===== config.mk =====
export PLATFORM = sky130hd
export DESIGN_NAME = if_id_stage_flat
export DESIGN_NICKNAME = d
export VERILOG_FILES = /design/src/rtl/if_id_stage_if.sv /design/src/rtl/if_id_stage.sv /design/src/flat_wrapper.sv
export SDC_FILE = /design/constraint.sdc
export NUM_CORES = 1
export LEC_CHECK = 0
export CAP_MARGIN = 20
export CORE_MARGIN = 2
export CORE_UTILIZATION = 30
export DETAILED_ROUTE_END_ITERATION = 12
export GPL_TIMING_DRIVEN = 0
export PLACE_DENSITY_LB_ADDON = 0.08
export SLEW_MARGIN = 20
export SYNTH_ARGS = -nofsm -noshare
export SYNTH_HDL_FRONTEND = slang
export SYNTH_SLANG_ARGS = --single-unit

===== constraint.sdc =====
create_clock -name CLK -period 7.4 [get_ports CLK]
set_input_delay 1.48 -clock CLK [delete_from_list [all_inputs] [get_ports CLK]]
set_output_delay 1.48 -clock CLK [all_outputs]
set_load 0.02 [all_outputs]

===== src/rtl/if_id_stage_if.sv =====
// rtl/if_id_stage_if.sv - fetch/hazard/regfile to decode bundle for the IF/ID stage
interface if_id_stage_if;
  logic [31:0] InstrF;
  logic [31:0] PCPlus4F;
  logic        StallD;
  logic        FlushD;
  logic [31:0] RD1D;
  logic [31:0] RD2D;
  logic [31:0] ALUOutM;
  logic        ForwardAD;
  logic        ForwardBD;

  logic [31:0] InstrD;
  logic [31:0] PCPlus4D;
  logic        ValidD;
  logic [4:0]  RsD;
  logic [4:0]  RtD;
  logic [4:0]  RdD;
  logic [31:0] SignImmD;
  logic        BranchD;
  logic        PCSrcD;
  logic [31:0] PCBranchD;
  logic        Jump;
  logic [27:0] PCJ;

  modport master (
    output InstrF, PCPlus4F, StallD, FlushD, RD1D, RD2D, ALUOutM, ForwardAD, ForwardBD,
    input  InstrD, PCPlus4D, ValidD, RsD, RtD, RdD, SignImmD, BranchD,
           PCSrcD, PCBranchD, Jump, PCJ
  );

  modport slave (
    input  InstrF, PCPlus4F, StallD, FlushD, RD1D, RD2D, ALUOutM, ForwardAD, ForwardBD,
    output InstrD, PCPlus4D, ValidD, RsD, RtD, RdD, SignImmD, BranchD,
           PCSrcD, PCBranchD, Jump, PCJ
  );
endinterface


===== src/rtl/if_id_stage.sv =====
// rtl/if_id_stage.sv - IF/ID pipeline register with decode-side branch/jump resolution
module if_id_stage #(
  parameter logic [31:0] NOP_INSTR = 32'h0000_0000,
  parameter logic [31:0] RESET_PC4 = 32'h0000_0004
) (
  input logic         CLK,
  input logic         reset,
  if_id_stage_if.slave bus
);

  localparam logic [5:0] OP_J   = 6'h02;
  localparam logic [5:0] OP_JAL = 6'h03;
  localparam logic [5:0] OP_BEQ = 6'h04;
  localparam logic [5:0] OP_BNE = 6'h05;

  logic [31:0] instr_q;
  logic [31:0] pc4_q;
  logic        valid_q;

  logic [5:0]  opcode;
  logic        is_beq;
  logic        is_bne;
  logic        is_branch;
  logic        is_jump;
  logic [31:0] sign_imm;
  logic [31:0] cmp_a;
  logic [31:0] cmp_b;
  logic        operands_eq;
  logic        branch_taken;
  logic        redirect;

  assign opcode    = instr_q[31:26];
  // A bubble must never redirect fetch, whatever bits it happens to carry.
  assign is_beq    = valid_q && (opcode == OP_BEQ);
  assign is_bne    = valid_q && (opcode == OP_BNE);
  assign is_branch = is_beq || is_bne;
  assign is_jump   = valid_q && ((opcode == OP_J) || (opcode == OP_JAL));

  assign sign_imm  = {{16{instr_q[15]}}, instr_q[15:0]};

  assign cmp_a       = bus.ForwardAD ? bus.ALUOutM : bus.RD1D;
  assign cmp_b       = bus.ForwardBD ? bus.ALUOutM : bus.RD2D;
  assign operands_eq = (cmp_a == cmp_b);

  assign branch_taken = (is_beq && operands_eq) || (is_bne && !operands_eq);
  assign redirect     = branch_taken || is_jump;

  // Stall outranks every squash source so a held branch keeps its redirect asserted.
  always_ff @(posedge CLK) begin
    if (reset) begin
      instr_q <= NOP_INSTR;
      pc4_q   <= RESET_PC4;
      valid_q <= 1'b0;
    end else if (!bus.StallD) begin
      if (bus.FlushD || redirect) begin
        instr_q <= NOP_INSTR;
        pc4_q   <= RESET_PC4;
        valid_q <= 1'b0;
      end else begin
        instr_q <= bus.InstrF;
        pc4_q   <= bus.PCPlus4F;
        valid_q <= 1'b1;
      end
    end
  end

  assign bus.InstrD    = instr_q;
  assign bus.PCPlus4D  = pc4_q;
  assign bus.ValidD    = valid_q;
  assign bus.RsD       = instr_q[25:21];
  assign bus.RtD       = instr_q[20:16];
  assign bus.RdD       = instr_q[15:11];
  assign bus.SignImmD  = sign_imm;
  assign bus.BranchD   = is_branch;
  assign bus.PCSrcD    = branch_taken;
  assign bus.PCBranchD = pc4_q + {sign_imm[29:0], 2'b00};
  assign bus.Jump      = is_jump;
  assign bus.PCJ       = {instr_q[25:0], 2'b00};

endmodule


===== src/flat_wrapper.sv =====
// flat-port wrapper written by rule: the top's interface ports become plain ports
module if_id_stage_flat 
#(
  parameter logic [31:0] NOP_INSTR = 32'h0000_0000,
  parameter logic [31:0] RESET_PC4 = 32'h0000_0004
)
  (CLK, reset, bus_InstrF, bus_PCPlus4F, bus_StallD, bus_FlushD, bus_RD1D, bus_RD2D, bus_ALUOutM, bus_ForwardAD, bus_ForwardBD, bus_InstrD, bus_PCPlus4D, bus_ValidD, bus_RsD, bus_RtD, bus_RdD, bus_SignImmD, bus_BranchD, bus_PCSrcD, bus_PCBranchD, bus_Jump, bus_PCJ);
  if_id_stage_if bus_i ();
  input logic CLK;
  input logic reset;
  input wire logic [$bits(bus_i.InstrF)-1:0] bus_InstrF;
  input wire logic [$bits(bus_i.PCPlus4F)-1:0] bus_PCPlus4F;
  input wire logic [$bits(bus_i.StallD)-1:0] bus_StallD;
  input wire logic [$bits(bus_i.FlushD)-1:0] bus_FlushD;
  input wire logic [$bits(bus_i.RD1D)-1:0] bus_RD1D;
  input wire logic [$bits(bus_i.RD2D)-1:0] bus_RD2D;
  input wire logic [$bits(bus_i.ALUOutM)-1:0] bus_ALUOutM;
  input wire logic [$bits(bus_i.ForwardAD)-1:0] bus_ForwardAD;
  input wire logic [$bits(bus_i.ForwardBD)-1:0] bus_ForwardBD;
  output wire logic [$bits(bus_i.InstrD)-1:0] bus_InstrD;
  output wire logic [$bits(bus_i.PCPlus4D)-1:0] bus_PCPlus4D;
  output wire logic [$bits(bus_i.ValidD)-1:0] bus_ValidD;
  output wire logic [$bits(bus_i.RsD)-1:0] bus_RsD;
  output wire logic [$bits(bus_i.RtD)-1:0] bus_RtD;
  output wire logic [$bits(bus_i.RdD)-1:0] bus_RdD;
  output wire logic [$bits(bus_i.SignImmD)-1:0] bus_SignImmD;
  output wire logic [$bits(bus_i.BranchD)-1:0] bus_BranchD;
  output wire logic [$bits(bus_i.PCSrcD)-1:0] bus_PCSrcD;
  output wire logic [$bits(bus_i.PCBranchD)-1:0] bus_PCBranchD;
  output wire logic [$bits(bus_i.Jump)-1:0] bus_Jump;
  output wire logic [$bits(bus_i.PCJ)-1:0] bus_PCJ;
  assign bus_i.InstrF = bus_InstrF;
  assign bus_i.PCPlus4F = bus_PCPlus4F;
  assign bus_i.StallD = bus_StallD;
  assign bus_i.FlushD = bus_FlushD;
  assign bus_i.RD1D = bus_RD1D;
  assign bus_i.RD2D = bus_RD2D;
  assign bus_i.ALUOutM = bus_ALUOutM;
  assign bus_i.ForwardAD = bus_ForwardAD;
  assign bus_i.ForwardBD = bus_ForwardBD;
  assign bus_InstrD = bus_i.InstrD;
  assign bus_PCPlus4D = bus_i.PCPlus4D;
  assign bus_ValidD = bus_i.ValidD;
  assign bus_RsD = bus_i.RsD;
  assign bus_RtD = bus_i.RtD;
  assign bus_RdD = bus_i.RdD;
  assign bus_SignImmD = bus_i.SignImmD;
  assign bus_BranchD = bus_i.BranchD;
  assign bus_PCSrcD = bus_i.PCSrcD;
  assign bus_PCBranchD = bus_i.PCBranchD;
  assign bus_Jump = bus_i.Jump;
  assign bus_PCJ = bus_i.PCJ;
  if_id_stage #(.NOP_INSTR(NOP_INSTR), .RESET_PC4(RESET_PC4)) u_core (.CLK(CLK), .reset(reset), .bus(bus_i));
endmodule

==> results of run 1 <==
## worst max-delay path by stage
stage	startpoint	end	slack [ns]	cells past startpoint
after floorplan	bus_ForwardAD	bus_PCSrcD	2.66	12
final	bus_RD1D[25]	bus_PCSrcD	1.32	12
after detailed placement	bus_RD1D[25]	bus_PCSrcD	1.31	12
after global placement	bus_RD1D[25]	bus_PCSrcD	1.33	12
after global routing	bus_RD1D[25]	bus_PCSrcD	1.11	12
after CTS	bus_RD1D[25]	bus_PCSrcD	1.28	12
## Yosys cell counts (all sizes together), types with 19 or more instances
master / instances / area (sq um)
xor2: 33 / 289.0
mux2i: 19 / 190.2
nand2: 25 / 93.84
dfxtp: 65 / 1301
a21oi: 30 / 150.1
buf: 86 / 673.1
a32o: 62 / 620.6
xnor2: 64 / 560.5
ha: 29 / 362.9
inv: 20 / 75.07
o21ai: 23 / 115.1
nor2: 24 / 90.09
## worst max-delay path, cell delays in order
cell and delay (ns):
clkdlybuf4s50_1 0.44, xnor2_1 0.31, nand4_1 0.18, or4_1 0.53
o21ai_1 0.31, nand4_1 0.13, mux2i_1 0.20, nor3_2 0.07
buf_6 0.16, buf_6 0.15, inv_1 0.05, clkdlybuf4s50_1 0.59
## cell type report
cell class,instances,area (sq um),area share (%)
sequential,65,1303,13.95
inverter,20,75.07,0.8043
multi-input combinational,419,3258,34.91
clock buffer,10,239.0,2.560
buffer,103,737.0,7.895
timing repair buffer,337,3373,36.14
clock inverter,6,67.56,0.7239
tap,225,281.5,3.016
## flip-flops by register name, indices dropped and copies added (netlist names)
register and flops:
u_core.bus.InstrD 32, u_core.bus.PCPlus4D 32, u_core.bus.ValidD 1
## through the flow
| stage | utilization (%) | cells | area, sq um |
|---|---|---|---|
| after floorplan | - | 607 | 5371 |
| after global placement | 51.82 | 1169 | 9026 |
| after detailed placement | 51.83 | 1169 | 9027 |
| after CTS | 53.59 | 1185 | 9334 |
| after global routing | 53.59 | 1185 | 9334 |
| final | 53.59 | 1185 | 9334 |
## cells by family (layout without fill, tap and decap cells)
kind of cell	count (synthesis)	in the layout	synth area share (%)
mux	19	19	3.543
compound gates	158	158	22.91
other cells	1	2	0.06986
xor+xnor	97	97	15.83
simple gates	113	113	11.14
flops	65	65	24.24
buf+inv	123	476	15.13
fa+ha+maj	30	30	7.133
## report_power, final
part / leakage [nW] / switching [mW] / internal (mW) / total, mW
clock network: 0.145 / 0.168 / 0.270 / 0.439
registers: 0.531 / 0.0183 / 0.365 / 0.383
logic: 3.09 / 0.178 / 0.236 / 0.414
## routing by layer
layer / global-route usage (%) / wire length [um]
met4: 6.066 / 341
met5: 0 / 0
met1: 25.49 / 8850
met2: 34.02 / 9205
met3: 4.930 / 1516
==> results.json, run 1 <==
{
  "nets": 1151,
  "clock_skew_ns": 0.01154,
  "ys_seq_area_share_pct": 24.24,
  "power_mw": 1.236,
  "maxSlewHeadroom_pct": 50.75,
  "rsz0062_at_grt": "no",
  "drc": 0,
  "worst-path-max-fanout": 10,
  "die_area_sq_mm": 0.01898,
  "fin_tns_setup_ns": 0,
  "die_h_um": 137.8,
  "final_common_cell": "clkdlybuf4s50_1",
  "period_share_pct": 82.22,
  "hp-start": "u_core.bus.PCPlus4D[2]",
  "core-area_sq_mm": 0.01742,
  "antenna_found_initial": 0,
  "start_util_pct": 30.82,
  "globalplace.congestion": 0.7998,
  "syn-cell-area_sq_mm": 0.005368,
  "setup_viol": 0,
  "max_freq_ghz": 0.1644,
  "wl_mm": 19.91,
  "worstSetupEndpointType": "primary output",
  "grt_overflow_total": 0,
  "grt_usage_pct": 20.21,
  "grt_pass1_vias": 5467,
  "synth_enable_flop_cells": 0,
  "clk_latency_ns": 0.33,
  "yosysWarnings": 0,
  "drv_cap": 0,
  "final_layout_size_suffix_gt1_share_pct": 11.35,
  "cts_hold_buffers": 0,
  "grt_max_degree": 37,
  "io_buffers": 337,
  "ys_seq_elements": 65,
  "pin_count": 341,
  "vias": 5671,
  "drtIter0Drc": 198,
  "clk_pin_slew_ns": 0.06,
  "cts_max_level": 3,
  "num_rows": 48,
  "rrSetupSlack_ns": 4.80,
  "avgSynthCellArea_sq_um": 8.858,
  "status": "finished clean",
  "ys.flop_type": "dfxtp_1",
  "wl_per_cell_um": 16.80,
  "p_per_area_mw_per_mm2": 132.4,
  "cts_root_buf": "clkbuf_16",
  "p_leak_nw": 3.762,
  "hold_path_class": "flip-flop to flip-flop",
  "synthArstFlopShare_pct": 0,
  "detailed_place_hpwl_mm": 16.36,
  "viasPerCell": 4.786,
  "whs_ns": 0.4765,
  "cp_data_arrival_time_ns": 4.60,
  "tightest_slew_ns": 0.7388,
  "cts_max_path_buffers": 2,
  "period_needed_ns": 6.084,
  "pre_cts_slack_ns": 1.305,
  "required_ns": 5.92,
  "hold_depth": 2,
  "critical_path_class": "primary input to primary output",
  "hold_viol_final": 0,
  "cp-start-kind": "primary input",
  "postCtsSetupRepairBufs": 0,
  "fillerInstances": 1700,
  "area_growth_pct": 73.89,
  "layout_setup_ws_ns": 1.316,
  "cts_resized": 0,
  "die_x_um": 137.8,
  "antenna_left": 0,
  "grt_pass1_wl_mm": 29.31,
  "rr_startpoint": "u_core.bus.InstrD[31]",
  "netlist_instances": 606,
  "dr.pass1.iters": 4,
  "clkSinkCount": 65,
  "diodes": 0,
  "max-vdd-ir-drop_mv": 0.1034,
  "cts_buffers": 9,
  "min_to": "u_core.bus.PCPlus4D[2]",
  "r2r-end": "u_core.bus.PCPlus4D[23]",
  "finalMaxSlewViolations": 0,
  "most-common-layout-cells": "clkdlybuf4s50_1, buf_4, xnor2_1, dfxtp_1, a32o_1",
  "ff2ff_path_depth": 8,
  "synth.distinct_cells": 57,
  "cts_tree": "yes"
}
Power figures use the tool's default switching activity.
==> run 2, diff against run 1 <==
==> constraint.sdc (replaced) <==
create_clock -name CLK -period 6.08 [get_ports CLK]
set_input_delay 1.216 -clock CLK [delete_from_list [all_inputs] [get_ports CLK]]
set_output_delay 1.216 -clock CLK [all_outputs]
set_load 0.02 [all_outputs]
==> results of run 2 <==
The final DEF is identical to that of run 1. Status: finished clean.
Among the figures that moved: setup slack after placement 1.305 ns -> 0.5131 ns; setup slack after layout 1.316 ns -> 0.5241 ns; register-to-register setup slack 4.80 ns -> 3.48 ns; total power 1.236 mW -> 1.504 mW; worst IR drop on VDD 0.1034 mV -> 0.1259 mV
==> run 3, diff against run 2 <==
--- a/config.mk
+++ b/config.mk
@@ -5,7 +5,6 @@
 export SDC_FILE = /design/constraint.sdc
 export NUM_CORES = 1
 export LEC_CHECK = 0
-export CAP_MARGIN = 20
 export CORE_MARGIN = 2
 export CORE_UTILIZATION = 30
 export DETAILED_ROUTE_END_ITERATION = 12
==> results of run 3 <==
The final DEF is identical to that of run 1. Status: finished clean.
Among the figures that moved: setup slack after placement 1.305 ns -> 0.5131 ns; setup slack after layout 1.316 ns -> 0.5241 ns; register-to-register setup slack 4.80 ns -> 3.48 ns; total power 1.236 mW -> 1.504 mW; worst IR drop on VDD 0.1034 mV -> 0.1259 mV
